File: config.mk
export PLATFORM = sky130hd
export DESIGN_NAME = shared_ram_arb
export DESIGN_NICKNAME = d
export VERILOG_FILES = /design/src/rtl/shared_ram_arb_pkg.sv /design/src/rtl/shared_ram_arb.sv
export SDC_FILE = /design/constraint.sdc
export NUM_CORES = 1
export LEC_CHECK = 0
export ABC_AREA = 1
export CORE_ASPECT_RATIO = 1.1
export CORE_MARGIN = 5
export CORE_UTILIZATION = 42
export DETAILED_ROUTE_END_ITERATION = 12
export PLACE_DENSITY = 0.76
export SETUP_SLACK_MARGIN = 0.3
export SYNTH_ARGS = -nofsm -noshare
export SYNTH_HDL_FRONTEND = slang
export SYNTH_SLANG_ARGS = --single-unit
File: constraint.sdc
create_clock -name clk -period 1.3 [get_ports clk]
set_input_delay 0.13 -clock clk [delete_from_list [all_inputs] [get_ports clk]]
set_output_delay 0.13 -clock clk [all_outputs]
set_load 0.02 [all_outputs]
File: src/rtl/shared_ram_arb_pkg.sv
`default_nettype none
// ============================================================================
// shared_ram_arb_pkg : window geometry, RAM latency and FSM state type shared
//                      by the M68K/Z80 shared-RAM arbiter.
// Rev 1.0
// ============================================================================
package shared_ram_arb_pkg;

    localparam int          C_AW         = 11;
    localparam logic [15:0] C_Z80_BASE   = 16'h8000;
    localparam logic [1:0]  C_RAM_RD_LAT = 2'd1;

    typedef enum logic [2:0] {
        ST_IDLE  = 3'd0,
        ST_Z_RD  = 3'd1,
        ST_Z_WR  = 3'd2,
        ST_M_RD  = 3'd3,
        ST_M_WR  = 3'd4,
        ST_M_ACK = 3'd5
    } arb_state_e;

endpackage
`default_nettype wire

File: src/rtl/shared_ram_arb.sv
`default_nettype none
// ============================================================================
// shared_ram_arb : single-port 2Kx8 shared RAM arbiter, Z80 priority over M68K.
//                  Optional Z80 WAIT generation under SHARED_RAM_WAIT_EN.
// Rev 1.0
// ============================================================================
module shared_ram_arb
    import shared_ram_arb_pkg::*;
#(
    parameter int          AW       = C_AW,
    parameter logic [15:0] Z80_BASE = C_Z80_BASE
) (
    input  logic          clk,
    input  logic          reset_n,
    input  logic          shared_ram_cs,
    input  logic [AW-1:0] cpu_a,
    input  logic          cpu_rw,
    input  logic          cpu_lds_n,
    input  logic [7:0]    cpu_din,
    output logic [7:0]    cpu_dout,
    output logic          cpu_dtack_n,
    input  logic [15:0]   z80_addr,
    input  logic          MREQ_n,
    input  logic          RD_n,
    input  logic          WR_n,
    input  logic [7:0]    z80_din,
    output logic [7:0]    z80_dout,
    output logic          z80_ram_cs,
    output logic          z80_wait_n,
    output logic [AW-1:0] ram_addr,
    output logic          ram_we,
    output logic [7:0]    ram_wdata,
    input  logic [7:0]    ram_rdata
);

    arb_state_e    state_q,       state_d;
    logic          z_req_q;
    logic          z_pend_q,      z_pend_d;
    logic [AW-1:0] z_addr_q,      z_addr_d;
    logic [7:0]    z_data_q,      z_data_d;
    logic          z_wr_q,        z_wr_d;
    logic [1:0]    lat_cnt_q,     lat_cnt_d;
    logic          m_done_q,      m_done_d;
    logic [7:0]    cpu_dout_q,    cpu_dout_d;
    logic          cpu_dtack_n_q, cpu_dtack_n_d;
    logic [7:0]    z80_dout_q,    z80_dout_d;
    logic [AW-1:0] ram_addr_q,    ram_addr_d;
    logic          ram_we_q,      ram_we_d;
    logic [7:0]    ram_wdata_q,   ram_wdata_d;

    logic          z_req;
    logic          z_rise;
    logic          m_req;
    logic [AW-1:0] z_svc_addr;
    logic [7:0]    z_svc_data;
    logic          z_svc_wr;

    assign z80_ram_cs = !MREQ_n && (z80_addr[15:AW] == Z80_BASE[15:AW]);
    assign z_req      = z80_ram_cs && (!RD_n || !WR_n);
    assign z_rise     = z_req && !z_req_q;
    assign m_req      = shared_ram_cs && (state_q == ST_IDLE) && !m_done_q;

    // A Z80 edge arriving in IDLE is served straight from the bus so it still
    // beats an M68K request raised in the same clock.
    assign z_svc_addr = z_rise ? z80_addr[AW-1:0] : z_addr_q;
    assign z_svc_data = z_rise ? z80_din          : z_data_q;
    assign z_svc_wr   = z_rise ? !WR_n            : z_wr_q;

    always_comb begin
        state_d       = state_q;
        z_pend_d      = z_pend_q;
        z_addr_d      = z_addr_q;
        z_data_d      = z_data_q;
        z_wr_d        = z_wr_q;
        lat_cnt_d     = lat_cnt_q;
        m_done_d      = m_done_q;
        cpu_dout_d    = cpu_dout_q;
        cpu_dtack_n_d = cpu_dtack_n_q;
        z80_dout_d    = z80_dout_q;
        ram_addr_d    = ram_addr_q;
        ram_we_d      = 1'b0;
        ram_wdata_d   = ram_wdata_q;

        if (z_rise) begin
            z_pend_d = 1'b1;
            z_addr_d = z80_addr[AW-1:0];
            z_data_d = z80_din;
            z_wr_d   = !WR_n;
        end

        case (state_q)
            ST_IDLE: begin
                if (z_pend_q || z_rise) begin
                    ram_addr_d = z_svc_addr;
                    lat_cnt_d  = 2'd0;
                    if (z_svc_wr) begin
                        state_d     = ST_Z_WR;
                        ram_we_d    = 1'b1;
                        ram_wdata_d = z_svc_data;
                    end else begin
                        state_d = ST_Z_RD;
                    end
                end else if (m_req) begin
                    ram_addr_d = cpu_a;
                    lat_cnt_d  = 2'd0;
                    if (cpu_lds_n) begin
                        // Upper-byte-only access: acknowledge without touching RAM.
                        state_d       = ST_M_ACK;
                        cpu_dout_d    = 8'hFF;
                        cpu_dtack_n_d = 1'b0;
                        m_done_d      = 1'b1;
                    end else if (cpu_rw) begin
                        state_d = ST_M_RD;
                    end else begin
                        state_d     = ST_M_WR;
                        ram_we_d    = 1'b1;
                        ram_wdata_d = cpu_din;
                    end
                end
            end
            ST_Z_RD: begin
                if (lat_cnt_q == C_RAM_RD_LAT) begin
                    z80_dout_d = ram_rdata;
                    z_pend_d   = z_rise;
                    state_d    = ST_IDLE;
                end else begin
                    lat_cnt_d = lat_cnt_q + 2'd1;
                end
            end
            ST_Z_WR: begin
                z_pend_d = z_rise;
                state_d  = ST_IDLE;
            end
            ST_M_RD: begin
                if (lat_cnt_q == C_RAM_RD_LAT) begin
                    cpu_dout_d    = ram_rdata;
                    cpu_dtack_n_d = 1'b0;
                    m_done_d      = 1'b1;
                    state_d       = ST_M_ACK;
                end else begin
                    lat_cnt_d = lat_cnt_q + 2'd1;
                end
            end
            ST_M_WR: begin
                cpu_dtack_n_d = 1'b0;
                m_done_d      = 1'b1;
                state_d       = ST_M_ACK;
            end
            ST_M_ACK: begin
                if (!shared_ram_cs) begin
                    cpu_dtack_n_d = 1'b1;
                    m_done_d      = 1'b0;
                    state_d       = ST_IDLE;
                end
            end
            default: begin
                state_d = ST_IDLE;
            end
        endcase
    end

    always_ff @(posedge clk or negedge reset_n) begin
        if (!reset_n) begin
            state_q       <= ST_IDLE;
            z_req_q       <= 1'b0;
            z_pend_q      <= 1'b0;
            z_addr_q      <= '0;
            z_data_q      <= 8'h00;
            z_wr_q        <= 1'b0;
            lat_cnt_q     <= 2'd0;
            m_done_q      <= 1'b0;
            cpu_dout_q    <= 8'h00;
            cpu_dtack_n_q <= 1'b1;
            z80_dout_q    <= 8'h00;
            ram_addr_q    <= '0;
            ram_we_q      <= 1'b0;
            ram_wdata_q   <= 8'h00;
        end else begin
            state_q       <= state_d;
            z_req_q       <= z_req;
            z_pend_q      <= z_pend_d;
            z_addr_q      <= z_addr_d;
            z_data_q      <= z_data_d;
            z_wr_q        <= z_wr_d;
            lat_cnt_q     <= lat_cnt_d;
            m_done_q      <= m_done_d;
            cpu_dout_q    <= cpu_dout_d;
            cpu_dtack_n_q <= cpu_dtack_n_d;
            z80_dout_q    <= z80_dout_d;
            ram_addr_q    <= ram_addr_d;
            ram_we_q      <= ram_we_d;
            ram_wdata_q   <= ram_wdata_d;
        end
    end

    assign cpu_dout    = cpu_dout_q;
    assign cpu_dtack_n = cpu_dtack_n_q;
    assign z80_dout    = z80_dout_q;
    assign ram_addr    = ram_addr_q;
    assign ram_we      = ram_we_q;
    assign ram_wdata   = ram_wdata_q;

`ifdef SHARED_RAM_WAIT_EN
    // z_pend clears on the same edge z80_dout loads, releasing WAIT with the data.
    assign z80_wait_n = !(z_pend_q && !z_wr_q);
`else
    assign z80_wait_n = 1'b1;
`endif

endmodule
`default_nettype wire

# Yosys cells after proc, flatten, opt, wreduce, memory -nomap -nowiden
# Cells that the tools add are included.
# word_totals
ff_bits,65
out_inout_bits,39
wordCells,107
# classes
add_sub_neg,1
eq_ne,18
muxes,49
n_reduce_logical,25
# op_table
cell,n
$mux 8,10
$mux 11,3
$mux 3,7
$mux 1,19
$ne 2x2->1 const B,8
$pmux 8 s2,1
$pmux 3 s5,1
$reduce_and 5->1,2
$mux 2,4
$pmux 1 s4,2
$eq 3x2->1 const B,2
$eq 3x3->1 const B,2
$reduce_and 6->1,1
$reduce_bool 2->1,3
$eq 5x5->1 const B,1
$logic_and 1x1->1,5
$logic_not 1->1,5
$ne 2x1->1 const B,2
$pmux 2 s2,1
$reduce_and 2->1,2
$reduce_and 4->1,1
$reduce_bool 4->1,1
$eq 3x1->1 const B,1
$logic_not 3->1,1
7 further kinds,8

# Logic depth before layout (Yosys ltp)
# Gate-level depths: netlist of the first run.
# depth
ltp_word,8
ltp_mapped,11

# Worst setup path before layout of the first run
# Ideal clock, no wire load.
# synth_path
kind,reg2reg
start,register state_q[0]
end,register cpu_dout_q[6] (netlist: cpu_dout[6])
setup_time_ns,0.119
t_arrival_ns,1.285
required_time_ns,1.181
slack_ns,-0.105
path_stages_with_launch,10
path_buffers,1
synth_period_minus_slack_ns,1.405
path_cell_list,dfrtp_1 > nor2_2 > nand2_2 > inv_2 > nand3_1 > nand2_1 > nand3_2 > buf_6 > nand2_1 > o21ai_2
# synth_between
elab_chain_len,5
word_cells_on_any_way,11
# synth_rtl
element,line_no,source
"start, declared",shared_ram_arb.sv:36,"arb_state_e state_q, state_d;"
"start signal, assigned",shared_ram_arb.sv:179,state_q <= state_d;
$logic_not 3->1,"shared_ram_arb.sv:61, shared_ram_arb.sv:91",
$logic_and 1x1->1 (2 in series),shared_ram_arb.sv:61,assign m_req = shared_ram_cs && (state_q == ST_IDLE) && !m_done_q;
$ne 2x2->1 (no line),-,
$reduce_and 5->1 (no line),-,
"end signal, assigned",shared_ram_arb.sv:187,cpu_dout_q <= cpu_dout_d;
"end, declared",shared_ram_arb.sv:44,"logic [7:0] cpu_dout_q, cpu_dout_d;"
# Several ways; a longest one is shown, not always the timed one.
# A chain may end at the register's enable or synchronous reset.

# Worst setup path after layout of the first run
# layout_path
start,register state_q[1]
end,register state_q[1]
# layout_between
elab_chain_len,5
word_cells_on_any_way,13
# layout_rtl
element,line_no
$logic_not 3->1,"shared_ram_arb.sv:61, shared_ram_arb.sv:91"
$logic_and 1x1->1 (2 in series),shared_ram_arb.sv:61
$ne 3x2->1 (no line),-
$reduce_and 4->1 (no line),-
# Several ways; a longest one is shown, not always the timed one.

==> results of run 1 <==
==> cell usage in the layout (no fill, tap or decap), drive strengths merged, types with 2 or more instances in the layout <==
cell	n
buf	113
bufinv	3
o21ai	27
nor2	28
clkinvlp	2
clkinv	2
o21a	8
clkbuf	11
clkdlybuf4s50	51
mux2	8
a21oi	5
nand3	40
nand3b	2
dlygate4sd2	6
inv	44
nand2	130
dfrtp	64
o211ai	4
==> power groups by stage <==
stage	sequential [uW]	combinational, uW	clock [uW]
final	3340	6560	2190
after global routing	3410	7050	2270
after CTS	3310	5830	2190
after detailed placement	3240	5190	0
after global placement	3220	5050	0
after floorplan	3880	2200	0
==> flip-flops by register name (all words and copies together), names as in the netlist, 2 cells and up <==
name	cells
cpu_dout	8
lat_cnt_q	2
ram_addr	11
ram_wdata	8
state_q	3
z80_dout	8
z_addr_q	11
z_data_q	8
==> final cells by class <==
type | instances | area [sq um] | area share
tap | 87 | 109 | 0.0200
timing repair inverter | 1 | 8.76 | 0.00161
inverter | 44 | 190 | 0.0349
clock buffer | 10 | 138 | 0.0252
multi-input combinational | 259 | 1560 | 0.285
clock inverter | 6 | 114 | 0.0209
sequential | 65 | 1630 | 0.299
timing repair buffer | 172 | 1710 | 0.313
==> kinds of logic (layout without fill, tap and decap cells) <==
family                     after synthesis  in the layout
buffers and inverters                   57            233
and+or+nand+nor                        203            204
muxes                                    8              8
adders and majority gates                1              1
AOI/OAI and AO/OA                       45             45
DFF                                     65             65
other                                    1              1
==> repair_timing <==
| action | in CTS | in global routing |
|---|---|---|
| buffers inserted | 15 | 16 |
| pin swaps | 17 | 22 |
| endpoints found under the hold margin | 13 | 0 |
| gates resized for setup | 265 | 36 |
| endpoints found under the setup margin | 102 | 102 |
| cloned | 0 | 3 |
| hold buffers | 1 | 0 |
==> layer usage <==
metal / GRT usage / wire length, um
met1: 0.237 / 3860
met2: 0.371 / 5350
met3: 0.0366 / 566
met4: 0.0812 / 240
met5: 0 / 0
==> through the flow <==
stage,std cells,hold WS (ns),TNS (ns)
finish,644,0.227,-4.77
detailed placement,593,0.0845,-23.24
global route,644,0.242,-8.38
floorplan,380,-0.166,-0.559
global placement,593,0.0832,-20.58
CTS,625,0.215,-2.48
==> final timing paths <==
path | endpoint | slack (ns)
worst max-delay path | state_q[1]$_DFFE_PN0P_ | -0.21
worst min-delay path | z_req_q$_DFF_PN0_ | 0.23
worst max register to register | state_q[1]$_DFFE_PN0P_ | -0.21
worst min register to register | cpu_dtack_n$_DFFE_PN1P_ | 0.47
max in group asynchronous | ram_addr[4]$_DFFE_PN0P_ | 0.44
min in group asynchronous | state_q[0]$_DFFE_PN0P_ | 0.24
==> critical path, stage by stage, from the launching register on <==
cell                       delay [ns]
sky130_fd_sc_hd__dfrtp_1         0.43
sky130_fd_sc_hd__nor2_2          0.16
sky130_fd_sc_hd__nand2_2         0.10
sky130_fd_sc_hd__a21oi_1         0.24
sky130_fd_sc_hd__nand3_1         0.14
sky130_fd_sc_hd__nand3_1         0.12
sky130_fd_sc_hd__inv_1           0.08
sky130_fd_sc_hd__nand3b_1        0.09
sky130_fd_sc_hd__nand2_1         0.05
==> impl_summary.md, run 1 <==
Run status
The flow ran to the end, but the final reports show violations. The checks that failed: negative setup slack.

Timing
The final clock period utilization by the worst path is 1.16. Setup repair after global routing could not meet its margin everywhere. Subtracting the final worst setup slack from the clock period gives approximately 1.5 ns.

Setup violations remaining at the end of the flow were counted as 45. In the post-route analysis, the smallest setup slack over all paths is -0.210 ns. Derived from the worst setup path, the maximum achievable clock frequency is 662 MHz.

Clock skew on the completed layout was measured at between 0.01 and 0.015 ns. The max-slew violation count is 0. The hold violation total from the final report is 0.

Power and ir drop
Of the total power, combinational logic draws 0.543. For this design the ratio of total power to cell area is roughly 2200 mW/mm^2. The analysis attributes to net switching a power of about 4600 uW. IR analysis of the VDD net gives a maximum drop of ~940 uV. For this design the static power due to leakage is 0.00271 uW. The internal power is roughly 7500 uW. The register share of total power is 0.276. Of the total power, the share spent switching nets is 0.382. The design draws ~12000 uW. The portion of total power attributed to the clock network is 0.181.

GRT
The wire length of the first global-routing pass is between 15000 and 20000 um. The via count of the first global-routing pass is 3306. Entering global routing, the biggest net connects 32 pins.

The initial antenna violation count is 0. The final global-route overflow total is 0. The overall fraction of global-route tracks in use is 0.204.

Routing
The average via count per standard cell is just over 5. The total wire length is ~10000 um. The pre-antenna-repair detailed-routing pass consisted of 6 iterations. The count of unresolved DRC violations after routing is 0. In the final routed layout, each cell accounts on average for about 16 um.

For this block, the via count after detailed routing is 3255. The detailed router finished its first iteration with between 150 and 200 violations. Once detail routing completed, the nets flagged for antenna violations numbered 0.

Die
In this run the count of I/O pins placed on the die edge is 98. The die covers 0.00937 sq mm. The row count is 33. The horizontal extent of the die is approximately 93 um. The effective utilization at floorplan is 0.428. The core region is between 0.007 and 0.008 sq mm. The die boundary height is 101 um.

Yosys
The fraction of the mapped netlist area in compound gates is 0.0914. By count the netlist is led by sky130_fd_sc_hd__nand2_1 (122), sky130_fd_sc_hd__dfrtp_1 (64), sky130_fd_sc_hd__nand3_1 (39). The mapped netlist covers approximately 0.0032 sq mm. The top cell type's share of synthesized area is 0.507. The number of different library cells used by synthesis comes to 30. The number of warnings printed during yosys synthesis is 0. After synthesis the netlist holds a flip-flop and latch count of 65. The top cell type by total area after synthesis is sky130_fd_sc_hd__dfrtp_1. Of the total synthesized cell area, the portion taken by XOR and XNOR cells is 0. The sequential-to-total area share from yosys stat is 0.515. The combinational family with the most area after synthesis is simple AND/OR/NAND/NOR gates. The number of flops mapped to enable cells by yosys is 0.

The multiplexer share of the synthesized area is 0.0285. The adder and majority gate portion of the synthesized area is 0.00396. The dominant register cell in the synthesized netlist is sky130_fd_sc_hd__dfrtp_1. The number of nets in the synthesized netlist is 440. Synthesis produced 380 cells. Counting flops with an async set or reset pin after synthesis yields a share of 1.00. Of the total synthesized cell area, the portion taken by AND, OR, NAND and NOR gates is 0.283. The most numerous cell in the Yosys netlist is sky130_fd_sc_hd__nand2_1. Yosys attributes the largest share of cell area to sky130_fd_sc_hd__dfrtp_1 (51%), sky130_fd_sc_hd__nand2_1 (14%), sky130_fd_sc_hd__nand3_1 (6.2%), sky130_fd_sc_hd__inv_1 (4.5%), sky130_fd_sc_hd__nor2_1 (3.0%). Dividing the synthesized area by the synthesized cell count gives about 8.3 sq um.

Job
The reported max-cap violation count is 0.

Cells and area
The total non-filler cell area in the finished layout is ~0.0055 sq mm. The final layout net count is a little over 600. The post-layout utilization of the core is 0.738.

The fraction of layout cells with a size suffix above 1 is 0.391. The number of filler cells placed in the layout is ~490. The number of antenna diodes is 0.

Compared with the post-synthesis result, the final layout area differs by 72.4%.

Clocking
At the later pin of the worst-skew pair, clock insertion delay measures around 0.35 ns. The tree is rooted in a sky130_fd_sc_hd__clkbuf_8. The total clock buffers created by CTS is 9. The maximum root-to-sink buffer count is 2. The H-tree generated during clock tree synthesis spans 3 levels. Counting every sink on the clock net gives 65. The TritonCTS clock tree is yes. After clock tree synthesis, the clock-pin slew on the worst setup and hold paths is 0.08 ns.

Critical path
Data on the critical path arrives at its endpoint at approximately 1.8 ns. The category of the worst setup path launch point is a flop. The type of destination of the critical path is a flop.

The number of cells on the worst reg-to-reg path is 8. The category of the critical setup timing path is flop to flop. The worst flop-to-flop path startpoint is state_q[1]$_DFFE_PN0P_. The worst path required time is approximately 1.5 ns.

In this run the worst path has a maximum fanout of 3. The critical path launch point is state_q[1]$_DFFE_PN0P_.

Placement
The congestion estimate from routability-driven global placement came to between 0.8 and 0.9. The worst setup slack after placement is -0.540 ns. The cell area after placement is between 0.004 and 0.005 sq mm. Port buffering added 96 buffers. The sum of net half-perimeters after detailed placement is around 6400 um.

Hold path
The worst hold path belongs to the class input pin to flop. The worst min-delay path startpoint is MREQ_n. The worst hold path was traced through 4 stages.
Power figures use the tool's default switching activity.
==> run 2: changes to the inputs <==
--- a/config.mk
+++ b/config.mk
@@ -10,7 +10,8 @@
 export CORE_MARGIN = 5
 export CORE_UTILIZATION = 42
 export DETAILED_ROUTE_END_ITERATION = 12
-export PLACE_DENSITY = 0.76
+export PLACE_DENSITY_LB_ADDON = 0.05
+export REMOVE_ABC_BUFFERS = 1
 export SETUP_SLACK_MARGIN = 0.3
 export SYNTH_ARGS = -nofsm -noshare
 export SYNTH_HDL_FRONTEND = slang
==> run 2 against run 1 <==
Net effect: the run still ends with negative setup slack left; combinational power grew 9.8%; clock skew decreased by 0.0031 ns; setup slack lost 0.067 ns; clock power is 23% lower; largest cell class unchanged; largest power group unchanged; highest routed layer unchanged.
==> impl_summary.md, run 2 (synthesized netlist as in run 1, its figures left out) <==
Run status
The flow ran to the end, but the final reports show violations. The final reports fail on negative setup slack.

Critical path
The worst register-to-register path begins at state_q[0]$_DFFE_PN0P_. STA classifies the critical path endpoint as a flop. STA classifies the critical path startpoint as a flop. The category of the critical setup timing path is flop to flop. The worst register-to-register path has a setup slack of -0.28 ns.

The highest net fanout along the worst path is 5. The data arrival time of the critical path is 1.86 ns. For the worst flop-to-flop path, the logic depth is 10. The endpoint identified for the worst register-to-register timing path is ram_wdata[1]$_DFFE_PN0P_. The worst path required time is approximately 1.6 ns.

GRT
The overall fraction of global-route tracks in use is 0.199. The initial antenna violation count is 0. The wire length of the first global-routing pass is ~15000 um. The maximum number of pins on one net before global-route repair is 66. The via count of the first global-routing pass is about 3.2k. The final global-route overflow total is 0.

Routing
The count of unresolved DRC violations after routing is 0. Before antenna repair, the detailed router went through 4 iterations. The total wire length is 9680 um.

Dividing the detail-routed wire length by the instance count gives between 10 and 15 um. The count of nets left with antenna violations once routing finished came out at 0. In the routed layout, each cell is associated on average with a via count of about 5. The first routing iteration left 96 violations.

For this block, the via count after detailed routing is between 3k and 4k.

Timing
Of the available clock period, the critical path in the final layout requires 1.21. The worst hold slack is about 0.21 ns. The max-slew violation count was 0.

Setup repair after global routing could not meet its margin everywhere. The number of setup violations in the final report is 44. The hold violation total from the final report came to 0.

The final period demand of the worst path is 1.58 ns. On the final layout, the worst clock skew is between 0.007 and 0.008 ns. The minimum setup slack in the final design is -0.277 ns. The timing-limited maximum frequency is between 600 and 700 MHz.

Clocking
The clock latency on the worst-skew pair is 0.34 ns. The maximum root-to-sink buffer count is 2. In this run the number of H-tree levels came out at 3. The TritonCTS clock tree is yes.

After clock tree synthesis, the clock-pin slew on the worst setup and hold paths is ~0.070 ns. The cell chosen for the clock root is sky130_fd_sc_hd__clkbuf_8. The clock sink count is 65. Clock tree synthesis inserted a total of 9 buffers.

Cells and area
Compared with the post-synthesis result, the final layout area differs by 74.2%. In the final layout, the share of cells above drive strength 1 is 0.401. The most common library cell in the layout ignoring fill and taps is sky130_fd_sc_hd__nand2_1.

Once layout is complete, the cells apart from fillers number approximately 650. 0 antenna diodes ended up in the layout. Leaving out fill and tap cells, the most frequent cells in the layout are sky130_fd_sc_hd__nand2_1 (97), sky130_fd_sc_hd__dfrtp_1 (64), sky130_fd_sc_hd__buf_4 (59). At the end of the flow, the number of nets in the layout was between 600 and 700.

Die
The horizontal extent of the die is 92.7 um. The row count is 33. The effective utilization at floorplan is 0.428.

The area of the die is about 0.0094 sq mm. The die boundary height is between 100 and 150 um. The total area inside the core boundary comes to between 0.007 and 0.008 sq mm.

The number of ports placed on the die boundary is 98.

Placement
Summed over all nets, the half-perimeter wirelength after detailed placement is 5930 um. The number of cells after detailed placement is between 500 and 600. The placer's final routability congestion estimate is between 0.9 and 1. The number of buffer cells added on primary ports is 96. Prior to clock tree synthesis, the placed netlist has a worst setup slack of -0.482 ns.

Power and ir drop
For this design the ratio of total power to cell area is roughly 2200 mW/mm^2. The largest voltage drop on the vdd net is 1270 uV. The design draws between 10000 and 15000 uW. The analysis attributes to cell leakage a power of approximately 0.0027 uW.

Hold path
In this run the worst hold path is classified as input pin to flop. The worst hold path depth is 4. The worst hold endpoint is z_req_q$_DFF_PN0_. The startpoint identified for the worst hold timing path is MREQ_n.

Job
Across the run, the number of max-cap violations was 0.
## run 2: cell count changes in the layout (fill, tap and decap cells not counted), sizes merged
| cell | delta |
|---|---|
| buf | +5 |
| bufinv | -2 |
| clkinv | +1 |
| clkinvlp | -1 |
| nand2 | +1 |
## run 2: critical path: stages (launching register included)
cell and delay [ns]:
sky130_fd_sc_hd__dfrtp_1 0.41, sky130_fd_sc_hd__nor2_2 0.18, sky130_fd_sc_hd__nand2_2 0.13, sky130_fd_sc_hd__inv_4 0.12
sky130_fd_sc_hd__buf_6 0.12, sky130_fd_sc_hd__nand2_4 0.06, sky130_fd_sc_hd__nand2_8 0.09, sky130_fd_sc_hd__buf_12 0.11
sky130_fd_sc_hd__buf_16 0.11, sky130_fd_sc_hd__nand3_2 0.08, sky130_fd_sc_hd__nand2_1 0.09
## run 2: cell type report
| type | instances | area (sq um) |
|---|---|---|
| Sequential cell | 65 | 1630 |
| Fill cell | 560 | 1880 |
| Tap cell | 87 | 109 |
| Clock buffer | 11 | 131 |
| Multi-Input combinational cell | 260 | 1620 |
| Clock inverter | 5 | 56.3 |
| Inverter | 44 | 178 |
| Timing Repair Buffer | 176 | 1790 |
## run 2: layer usage
layer	vias up	global-route usage	wire length, um
met3	27	0.0306	432
met2	92	0.352	5170
met5	-	0	0
li1	1564	-	-
met4	0	0.0913	329
met1	1534	0.239	3750
## run 2: how the worst max path moves through the flow
stage,start,endpoint,slack (ns),depth (start not counted)
finish,state_q[0]$_DFFE_PN0P_,ram_wdata[1]$_DFFE_PN0P_,-0.28,10
global route,state_q[0]$_DFFE_PN0P_,ram_wdata[1]$_DFFE_PN0P_,-0.36,10
CTS,state_q[1]$_DFFE_PN0P_,cpu_dout[7]$_DFFE_PN0P_,-0.14,9
detailed placement,z80_addr[15],ram_wdata[3]$_DFFE_PN0P_,-0.48,10
global placement,z80_addr[15],ram_wdata[4]$_DFFE_PN0P_,-0.43,10
floorplan,z_req_q$_DFF_PN0_,lat_cnt_q[0]$_DFFE_PN0P_,-0.59,8
## run 2: metrics by stage
step	TNS, ns	util	instance area, sq um
6_report	-7.91	0.745	5510
5_1_grt	-11.20	0.745	5510
4_1_cts	-4.47	0.699	5170
3_5_place_dp	-19.35	0.610	4510
3_3_place_gp	-18.18	0.610	4510
2_1_floorplan	-14.76	-	3080
## run 2: what timing repair did
action / 4_1_cts / 5_1_grt
gates cloned: 4 / 0
endpoints found under the setup margin: 102 / 101
pin swaps: 16 / 33
hold buffers: 1 / 0
gates resized for setup: 278 / 57
buffers inserted: 18 / 19
endpoints found under the hold margin: 64 / 0
## run 2: where the power goes
group          leakage [uW]  internal (uW)  switching [uW]
clock network     0.0000933            884             806
logic               0.00185           3740            3450
registers          0.000791           2800             511
total               0.00273           7420            4770
